$ cat src/rtl/cmp8_serial_loader_if.sv
// Purpose : bundles the loader's serial input, cmp8 return path, parallel operand and result signals.
// Latency : n/a (signal bundle only).
// Backpressure: result is held behind done/res_ack; bit_valid low stalls the shift.
// Ports (slave = loader side):
//   in : start, bit_valid, ser_a, ser_b, res_ack, cmp_eq, cmp_gt
//   out: par_a, par_b, eq_seed, gt_seed, opnd_valid, busy, done, res_eq, res_gt, res_lt
interface cmp8_serial_loader_if #(
    parameter int WIDTH = 8
);
    logic             start;
    logic             bit_valid;
    logic             ser_a;
    logic             ser_b;
    logic             res_ack;
    logic             cmp_eq;
    logic             cmp_gt;
    logic [WIDTH-1:0] par_a;
    logic [WIDTH-1:0] par_b;
    logic             eq_seed;
    logic             gt_seed;
    logic             opnd_valid;
    logic             busy;
    logic             done;
    logic             res_eq;
    logic             res_gt;
    logic             res_lt;

    // Loader side.
    modport slave (
        input  start, bit_valid, ser_a, ser_b, res_ack, cmp_eq, cmp_gt,
        output par_a, par_b, eq_seed, gt_seed, opnd_valid, busy, done,
               res_eq, res_gt, res_lt
    );

    // Environment side: serial source, cmp8 and result consumer.
    modport master (
        output start, bit_valid, ser_a, ser_b, res_ack, cmp_eq, cmp_gt,
        input  par_a, par_b, eq_seed, gt_seed, opnd_valid, busy, done,
               res_eq, res_gt, res_lt
    );
endinterface

$ cat src/rtl/cmp8_serial_loader.sv
// Purpose : assembles two serial operands, presents them to cmp8, registers EQ/GT/LT.
// Latency : start + WIDTH valid bits + 1 settle cycle; done from cycle WIDTH+2 with no stalls.
// Backpressure: bit_valid low stalls SHIFT; result held in DONE until res_ack.
// Ports: clk, rst_n (async active-low) plus the slave modport of cmp8_serial_loader_if.
module cmp8_serial_loader #(
    parameter int WIDTH     = 8,
    parameter bit MSB_FIRST = 1'b1
) (
    input  logic                   clk,
    input  logic                   rst_n,
    cmp8_serial_loader_if.slave    bus
);
    localparam int CNT_W = $clog2(WIDTH + 1);

    typedef enum logic [1:0] {
        ST_IDLE,
        ST_SHIFT,
        ST_SETTLE,
        ST_DONE
    } state_t;

    state_t           state_q, state_d;
    logic [CNT_W-1:0] cnt_q;
    logic [WIDTH-1:0] par_a_q, par_b_q;
    logic [WIDTH-1:0] par_a_nxt, par_b_nxt;
    logic             res_eq_q, res_gt_q, res_lt_q;
    logic             load_clr;
    logic             shift_en;
    logic             capture;

    // ---------------- state register ----------------
    always_ff @(posedge clk or negedge rst_n) begin
        if (!rst_n) begin
            state_q <= ST_IDLE;
        end else begin
            state_q <= state_d;
        end
    end

    // ---------------- next state / control ----------------
    always_comb begin
        state_d  = state_q;
        load_clr = 1'b0;
        shift_en = 1'b0;
        capture  = 1'b0;
        case (state_q)
            ST_IDLE: begin
                // bit_valid in the start cycle is deliberately dropped.
                if (bus.start) begin
                    load_clr = 1'b1;
                    state_d  = ST_SHIFT;
                end
            end
            ST_SHIFT: begin
                if (bus.bit_valid) begin
                    shift_en = 1'b1;
                    if (cnt_q == CNT_W'(WIDTH - 1)) begin
                        state_d = ST_SETTLE;
                    end
                end
            end
            ST_SETTLE: begin
                // cmp8 has had a full cycle on stable operands; sample it now.
                capture = 1'b1;
                state_d = ST_DONE;
            end
            ST_DONE: begin
                if (bus.res_ack) begin
                    if (bus.start) begin
                        load_clr = 1'b1;
                        state_d  = ST_SHIFT;
                    end else begin
                        state_d  = ST_IDLE;
                    end
                end
            end
            default: begin
                state_d = ST_IDLE;
            end
        endcase
    end

    // ---------------- shift direction ----------------
    always_comb begin
        if (MSB_FIRST) begin
            par_a_nxt = {par_a_q[WIDTH-2:0], bus.ser_a};
            par_b_nxt = {par_b_q[WIDTH-2:0], bus.ser_b};
        end else begin
            par_a_nxt = {bus.ser_a, par_a_q[WIDTH-1:1]};
            par_b_nxt = {bus.ser_b, par_b_q[WIDTH-1:1]};
        end
    end

    // ---------------- datapath ----------------
    always_ff @(posedge clk or negedge rst_n) begin
        if (!rst_n) begin
            cnt_q   <= '0;
            par_a_q <= '0;
            par_b_q <= '0;
        end else if (load_clr) begin
            cnt_q   <= '0;
            par_a_q <= '0;
            par_b_q <= '0;
        end else if (shift_en) begin
            cnt_q   <= cnt_q + CNT_W'(1);
            par_a_q <= par_a_nxt;
            par_b_q <= par_b_nxt;
        end
    end

    // Result flags survive until the next capture; LT is derived so exactly one flag is set.
    always_ff @(posedge clk or negedge rst_n) begin
        if (!rst_n) begin
            res_eq_q <= 1'b0;
            res_gt_q <= 1'b0;
            res_lt_q <= 1'b0;
        end else if (capture) begin
            res_eq_q <= bus.cmp_eq;
            res_gt_q <= bus.cmp_gt;
            res_lt_q <= ~bus.cmp_eq & ~bus.cmp_gt;
        end
    end

    // ---------------- outputs ----------------
    assign bus.par_a      = par_a_q;
    assign bus.par_b      = par_b_q;
    assign bus.eq_seed    = 1'b1;
    assign bus.gt_seed    = 1'b0;
    assign bus.opnd_valid = (state_q == ST_SETTLE);
    assign bus.busy       = (state_q == ST_SHIFT) || (state_q == ST_SETTLE);
    assign bus.done       = (state_q == ST_DONE);
    assign bus.res_eq     = res_eq_q;
    assign bus.res_gt     = res_gt_q;
    assign bus.res_lt     = res_lt_q;
endmodule

$ cat src/flat_wrapper.sv
// flat-port wrapper written by rule: the top's interface ports become plain ports
module cmp8_serial_loader_flat 
#(
    parameter int WIDTH     = 8,
    parameter bit MSB_FIRST = 1'b1
)
  (clk, rst_n, bus_start, bus_bit_valid, bus_ser_a, bus_ser_b, bus_res_ack, bus_cmp_eq, bus_cmp_gt, bus_par_a, bus_par_b, bus_eq_seed, bus_gt_seed, bus_opnd_valid, bus_busy, bus_done, bus_res_eq, bus_res_gt, bus_res_lt);
  cmp8_serial_loader_if #(.WIDTH(WIDTH)) bus_i ();
  input  logic clk;
  input  logic rst_n;
  input wire logic [$bits(bus_i.start)-1:0] bus_start;
  input wire logic [$bits(bus_i.bit_valid)-1:0] bus_bit_valid;
  input wire logic [$bits(bus_i.ser_a)-1:0] bus_ser_a;
  input wire logic [$bits(bus_i.ser_b)-1:0] bus_ser_b;
  input wire logic [$bits(bus_i.res_ack)-1:0] bus_res_ack;
  input wire logic [$bits(bus_i.cmp_eq)-1:0] bus_cmp_eq;
  input wire logic [$bits(bus_i.cmp_gt)-1:0] bus_cmp_gt;
  output wire logic [$bits(bus_i.par_a)-1:0] bus_par_a;
  output wire logic [$bits(bus_i.par_b)-1:0] bus_par_b;
  output wire logic [$bits(bus_i.eq_seed)-1:0] bus_eq_seed;
  output wire logic [$bits(bus_i.gt_seed)-1:0] bus_gt_seed;
  output wire logic [$bits(bus_i.opnd_valid)-1:0] bus_opnd_valid;
  output wire logic [$bits(bus_i.busy)-1:0] bus_busy;
  output wire logic [$bits(bus_i.done)-1:0] bus_done;
  output wire logic [$bits(bus_i.res_eq)-1:0] bus_res_eq;
  output wire logic [$bits(bus_i.res_gt)-1:0] bus_res_gt;
  output wire logic [$bits(bus_i.res_lt)-1:0] bus_res_lt;
  assign bus_i.start = bus_start;
  assign bus_i.bit_valid = bus_bit_valid;
  assign bus_i.ser_a = bus_ser_a;
  assign bus_i.ser_b = bus_ser_b;
  assign bus_i.res_ack = bus_res_ack;
  assign bus_i.cmp_eq = bus_cmp_eq;
  assign bus_i.cmp_gt = bus_cmp_gt;
  assign bus_par_a = bus_i.par_a;
  assign bus_par_b = bus_i.par_b;
  assign bus_eq_seed = bus_i.eq_seed;
  assign bus_gt_seed = bus_i.gt_seed;
  assign bus_opnd_valid = bus_i.opnd_valid;
  assign bus_busy = bus_i.busy;
  assign bus_done = bus_i.done;
  assign bus_res_eq = bus_i.res_eq;
  assign bus_res_gt = bus_i.res_gt;
  assign bus_res_lt = bus_i.res_lt;
  cmp8_serial_loader #(.WIDTH(WIDTH), .MSB_FIRST(MSB_FIRST)) u_core (.clk(clk), .rst_n(rst_n), .bus(bus_i));
endmodule
$ cat config.mk
export PLATFORM = sky130hd
export DESIGN_NAME = cmp8_serial_loader_flat
export DESIGN_NICKNAME = d
export VERILOG_FILES = /design/src/rtl/cmp8_serial_loader_if.sv /design/src/rtl/cmp8_serial_loader.sv /design/src/flat_wrapper.sv
export SDC_FILE = /design/constraint.sdc
export NUM_CORES = 1
export LEC_CHECK = 0
export CAP_MARGIN = 20
export CORE_MARGIN = 4
export CORE_UTILIZATION = 45
export CTS_BUF_LIST = sky130_fd_sc_hd__clkbuf_4
export DETAILED_ROUTE_END_ITERATION = 10
export GPL_TIMING_DRIVEN = 0
export PLACE_DENSITY = 0.76
export SETUP_SLACK_MARGIN = 0.5
export SYNTH_ARGS = -nofsm -noshare
export SYNTH_HDL_FRONTEND = slang
export SYNTH_SLANG_ARGS = --single-unit
export TNS_END_PERCENT = 100
$ cat constraint.sdc
create_clock -name clk -period 2.21 [get_ports clk]
set_clock_uncertainty 0.1 [all_clocks]
set_input_delay 0.221 -clock clk [delete_from_list [all_inputs] [get_ports clk]]
set_output_delay 0.221 -clock clk [all_outputs]
set_load 0.005 [all_outputs]
==> out/metrics.yaml, run 1 <==
outcome:
  status: "finished clean"
place:
  gp_congestion: 0.7377
  place_ws_ns: 0.2675
  hpwl_mm: 1.755
  port_buffers: 30
power_and_ir_drop:
  leakagePower_nw: 0.7396
  p_per_area_nw_per_um2: 1269
  total_power_mw: 2.149
  ir_worst_vdd_mv: 0.9541
clocking:
  clk_pin_slew_ns: 0.13
  clock_path_buffers: 2
  clk_latency_ns: 0.30
  htree_levels: 1
  clock_sinks: 25
  cts_tree: "built"
  root_buffer: "clkbuf_4"
  cts_buffers: 3
finish:
  drive_gt1_share_pct: 22.22
  syn2layout_area_growth_pct: 43.02
  diodes: 0
  nNetsFinal: 179
detailed_routing:
  num_vias: 978
  firstDrtPassIters: 4
  ant_nets: 0
  vias_per_cell: 5.094
  post-route-drc-count: 0
  wl_mm: 2.503
  wl_per_cell_um: 13.04
  first_iter_violations: 37
timing:
  rsz0062_at_grt: "true"
  finalHoldViolations: 0
  fin_tns_setup_ns: 0
  fin_hold_ws_ns: 0.06880
  period_share_pct: 75.89
  fin_crit_ns: 1.677
  setup_viol: 0
  fmax_mhz: 596.2
  fin_ws_ns: 0.5328
  slew_viol_final: 0
floorplan:
  fp.coreArea_um2: 2500
  initial_core_util_pct: 47.35
  dieHeight_um: 59.29
  ios: 33
  die-area_um2: 3515
  die_w_um: 59.29
  rows: 18
hold_path:
  min_path_type: "in -> async"
global_routing:
  grt_usage_pct: 15.28
  grt_antenna_before_repair: 0
  overflow: 0
  grt_max_degree: 26
  grt_pass1_wl_mm: 4.146
  grt_pass1_vias: 938
flow_run:
  cap_viol_max_count: 0
logic_synthesis:
  synthesis.nets: 136
  syn_inst: 120
  ys_seq_elements: 25
  syn_area_um2: 1184
  synth_cell_types: 26
  netlist_top_cells_count: "nand2_1 (34), dfrtp_1 (25), a21oi_1 (19)"
  synthFlopType: "dfrtp_1"
  ys_seq_area_share_pct: 52.85
  synth_area_leaders: "dfrtp_1 (53%), nand2_1 (11%), a21oi_1 (8.0%)"
  synth_area_per_cell_um2: 9.864
  synth_area_leader_cell: "dfrtp_1"
  synth_most_common_cell: "nand2_1"
  synth_enable_flop_cells: 0
  yosysTopAreaCellShare_pct: 52.85
  async_flop_share_pct: 100.0
  ys.warnings.count: 0
setup_path:
  reg2reg_setup_slack_ns: 0.53
  crit_path_end_kind: "register"
  arrival_ns: 1.78
  crit_chain: "buf_6 -> ha_1 -> nor2b_4 -> a211oi_2 -> mux2_4"
  critPathMaxFanout: 4
  critPathRequiredTime_ns: 2.32
  r2r_cells: 5
  critPathMaxStageDelay_ns: 0.42
  path_class: "reg -> reg"
  critPathSlowestCell: "dfrtp_1"
  start_kind: "register"
## cells by family after synthesis
family,synth area share (%)
other,0.6345
AOI/OAI and AO/OA,12.68
buffers and inverters,4.228
and+or+nand+nor,16.91
xor gates and xnor gates,1.480
adders and majority gates,7.399
DFF,52.85
muxes,3.805
## metal layers
layer  routed length (µm)  global-route usage (%)  up-vias
met2                 1323                   25.90       19
li1                     -                       -      477
met4                   23                   5.825        0
met5                    0                       0        -
met3                  104                   3.922        2
met1                 1051                   18.47      480
## metrics by stage
step	instance area, µm²	utilization (%)	std cells
2_1_floorplan	1184	-	120
3_3_place_gp	1521	60.86	180
3_5_place_dp	1521	60.86	180
4_1_cts	1620	64.81	190
5_1_grt	1693	67.72	192
6_report	1693	67.72	192
## timing repair
action,4_1_cts,5_1_grt
hold buffers,0,0
resized for setup,11,18
endpoints found under the setup margin,24,23
pin swaps,2,1
buffers inserted,6,1
## flip-flops by register name, summed over array words and instances, names as in the netlist
| signal | flops |
|---|---|
| u_core.cnt_q | 4 |
| u_core.bus.res_gt | 1 |
| u_core.bus.par_a | 8 |
| u_core.bus.res_lt | 1 |
| u_core.state_q | 2 |
| u_core.bus.par_b | 8 |
| u_core.bus.res_eq | 1 |
## final cells by class
| class | count | area (µm²) |
|---|---|---|
| Fill cell | 172 | 807.0 |
| Sequential cell | 25 | 625.6 |
| Multi-Input combinational cell | 86 | 569.3 |
| Timing Repair Buffer | 38 | 367.9 |
| Buffer | 7 | 50.05 |
| Tap cell | 30 | 37.54 |
| Clock buffer | 3 | 22.52 |
| Inverter | 2 | 15.01 |
| Clock inverter | 1 | 5.005 |
## critical path, delay by kind of cell, from the launching register on
kind | cells | cell delay, ns
and+or+nand+nor | 1 | 0.14
DFF | 1 | 0.42
muxes | 1 | 0.33
buffers and inverters | 1 | 0.14
adders and majority gates | 1 | 0.20
AOI/OAI and AO/OA | 1 | 0.25
## cell usage in the layout, fill, tap and decap left out, types with 2 or more instances in the layout
master	count
ha_1	4
conb_1	2
a21oi_1	19
buf_6	2
mux2_2	3
buf_4	10
nor2b_4	2
nand3_1	2
clkdlybuf4s50_1	27
clkbuf_4	4
nand2_1	34
nor2_1	4
ha_4	3
dfrtp_1	25
dlygate4sd2_1	2
## power breakdown
| group | internal [mW] | leakage (nW) | total (mW) | switching [mW] |
|---|---|---|---|---|
| Sequential | 0.628 | 0.332 | 0.751 | 0.123 |
| Clock | 0.0675 | 0.0177 | 0.195 | 0.128 |
| Combinational | 0.700 | 0.390 | 1.20 | 0.503 |
| Total | 1.39 | 0.740 | 2.15 | 0.754 |
## path summary, 6_finish.rpt
check | to | start
setup / recovery | u_core.state_q[1] | u_core.state_q[0]
hold / removal | u_core.bus.res_eq | rst_n
setup reg to reg | u_core.state_q[1] | u_core.state_q[0]
hold reg to reg | u_core.bus.res_lt | u_core.bus.res_lt
max in group asynchronous | u_core.bus.par_b[7] | rst_n
min in group clk | u_core.bus.par_b[0] | bus_ser_b
Note: power is estimated with default switching activity, not from simulation.
==> inputs of run 2 (changes only) <==
CORE_UTILIZATION = 44   (was 45)
PLACE_DENSITY = 0.77   (was 0.76)
clock period = 1.43 ns   (was 2.21 ns; I/O delays follow)
==> out/metrics.yaml, run 2 (synthesized netlist as in run 1, its figures left out) <==
outcome:
  status: "finished, violations left"  # was finished clean
  failed_checks: "negative hold slack, negative setup slack"
power_and_ir_drop:
  total_power_mw: 4.180  # was 2.149 mW
  leakagePower_nw: 0.9601  # was 0.7396 nW
  ir_worst_vdd_mv: 1.578  # was 0.9541 mV
  p_per_area_nw_per_um2: 2101  # was 1269 nW/µm²
clocking:
  cts_buffers: 3  # unchanged
  cts_tree: "built"  # unchanged
  clock_path_buffers: 2  # unchanged
  clk_latency_ns: 0.31  # was 0.30 ns
  htree_levels: 1  # unchanged
  clk_pin_slew_ns: 0.13  # about the same
  root_buffer: "clkbuf_4"  # unchanged
  clock_sinks: 25  # unchanged
timing:
  setup_viol: 28  # was 0
  fin_crit_ns: 1.700  # was 1.677 ns
  fmax_mhz: 588.3  # was 596.2 MHz
  rsz0062_at_grt: "true"  # unchanged
  fin_hold_ws_ns: -0.1822  # was 0.06880 ns
  period_share_pct: 118.9  # was 75.89%
  fin_ws_ns: -0.2698  # was 0.5328 ns
  tightest_slew_ns: 0.6196
  slew_headroom_pct: 58.70
  slew_viol_final: 0  # unchanged
  finalHoldViolations: 25  # was 0
setup_path:
  crit_path_end_kind: "register"  # unchanged
  path_class: "reg -> reg"  # unchanged
  cp_num_buf_inv: 1  # unchanged
  critPathRequiredTime_ns: 1.54  # was 2.32 ns
  critical-path-top-delay-family: "flip-flops"  # unchanged
  critPathMaxStageDelay_ns: 0.48  # was 0.42 ns
  start_kind: "register"  # unchanged
  arrival_ns: 1.81  # was 1.78 ns
  crit_chain: "buf_6 -> ha_4 -> nor2b_4 -> a211oi_4 -> mux2_4"  # was buf_6 -> ha_1 -> nor2b_4 -> a211oi_2 -> mux2_4
  critPathSlowestCell: "dfrtp_2"  # was dfrtp_1
  critPathMaxFanout: 3  # was 4
floorplan:
  initial_core_util_pct: 46.92  # was 47.35%
  die-area_um2: 3584  # was 3515 µm²
  ios: 33  # unchanged
  rows: 18  # unchanged
  fp.coreArea_um2: 2522  # was 2500 µm²
  dieHeight_um: 59.87  # was 59.29 µm
  die_w_um: 59.87  # was 59.29 µm
finish:
  final_cell_mix: "buf_4 (34), nand2_1 (34), dfrtp_1 (23)"  # was nand2_1 (34), clkdlybuf4s50_1 (27), dfrtp_1 (25)
  drive_gt1_share_pct: 54.12  # was 22.22%
  diodes: 0  # unchanged
  final_core_util_pct: 78.87  # was 67.72%
  nNetsFinal: 211  # was 179
  syn2layout_area_growth_pct: 68.08  # was 43.02%
detailed_routing:
  post-route-drc-count: 0  # unchanged
  num_vias: 1152  # was 978
  wl_mm: 3.489  # was 2.503 mm
  vias_per_cell: 5.143  # was 5.094
  firstDrtPassIters: 4  # unchanged
  wl_per_cell_um: 15.58  # was 13.04 µm
  first_iter_violations: 45  # was 37
  ant_nets: 0  # unchanged
hold_path:
  min_path_type: "in -> async"  # unchanged
flow_run:
  cap_viol_max_count: 0  # unchanged
global_routing:
  grt_usage_pct: 19.57  # was 15.28%
  grt_max_degree: 26  # unchanged
  grt_pass1_wl_mm: 5.168  # was 4.146 mm
  grt_antenna_before_repair: 0  # unchanged
  overflow: 0  # unchanged
  grt_pass1_vias: 1126  # was 938
place:
  hpwl_mm: 1.833  # was 1.755 mm
  gp_congestion: 0.7176  # was 0.7377
  port_buffers: 30  # unchanged
==> run 2: stage by stage <==
step                setup WS [ns]  setup TNS [ns]  instances  cell area, µm²  hold WS [ns]
floorplan                 -0.1111          -1.182        120            1227       -0.2526
finish                    -0.2698          -4.611        224            1989       -0.1822
detailed placement        -0.3704          -9.968        180            1565        0.3985
CTS                       -0.2133          -4.049        214            1896       -0.1554
global route              -0.3063          -6.348        224            1989       -0.1616
global placement          -0.3188          -8.615        180            1565        0.3965
==> run 2: where the power goes <==
group | switching (mW) | internal (mW)
Clock | 0.203 | 0.128
Sequential | 0.179 | 0.974
Combinational | 1.14 | 1.56
Total | 1.52 | 2.66
==> run 2: area by class of cell <==
| cell class | count | area [µm²] |
|---|---|---|
| plain buffers | 7 | 72.57 |
| clock buffers | 4 | 30.03 |
| fillers | 150 | 533.0 |
| inverters | 2 | 12.51 |
| multi-input cells | 86 | 661.9 |
| flip-flops and latches | 25 | 628.1 |
| well taps | 30 | 37.54 |
| repair buffers | 70 | 546.8 |
==> run 2: repair_timing <==
| action | 4_1_cts | 5_1_grt |
|---|---|---|
| hold endpoints to repair | 25 | 25 |
| resized for setup | 127 | 8 |
| pin swaps | 5 | 4 |
| cloned | 1 | 1 |
| buffers inserted | 29 | 9 |
| setup endpoints to repair | 72 | 47 |
==> run 2: per-layer routing <==
| layer | global-route usage (%) | routed length [µm] |
|---|---|---|
| met2 | 34.41 | 1811 |
| met4 | 6.646 | 71 |
| met1 | 23.37 | 1424 |
| met5 | 0 | 0 |
| met3 | 4.320 | 182 |
==> run 2: worst register-to-register path: stages (launching register included) <==
cell      delay [ns]
dfrtp_2         0.48
buf_6           0.14
ha_4            0.15
nor2b_4         0.13
a211oi_4        0.27
mux2_4          0.34
==> run 2: worst paths after layout <==
kind                       cells past startpoint  slack (ns)                   to              start
setup / recovery                               5       -0.27    u_core.state_q[1]  u_core.state_q[1]
max in group asynchronous                      1        0.98    u_core.state_q[1]              rst_n
setup reg to reg                               5       -0.27    u_core.state_q[1]  u_core.state_q[1]
hold reg to reg                                1        0.42    u_core.bus.res_eq  u_core.bus.res_eq
min in group clk                               3        0.28  u_core.bus.par_b[0]          bus_ser_b
hold / removal                                 1       -0.18  u_core.bus.par_a[2]              rst_n
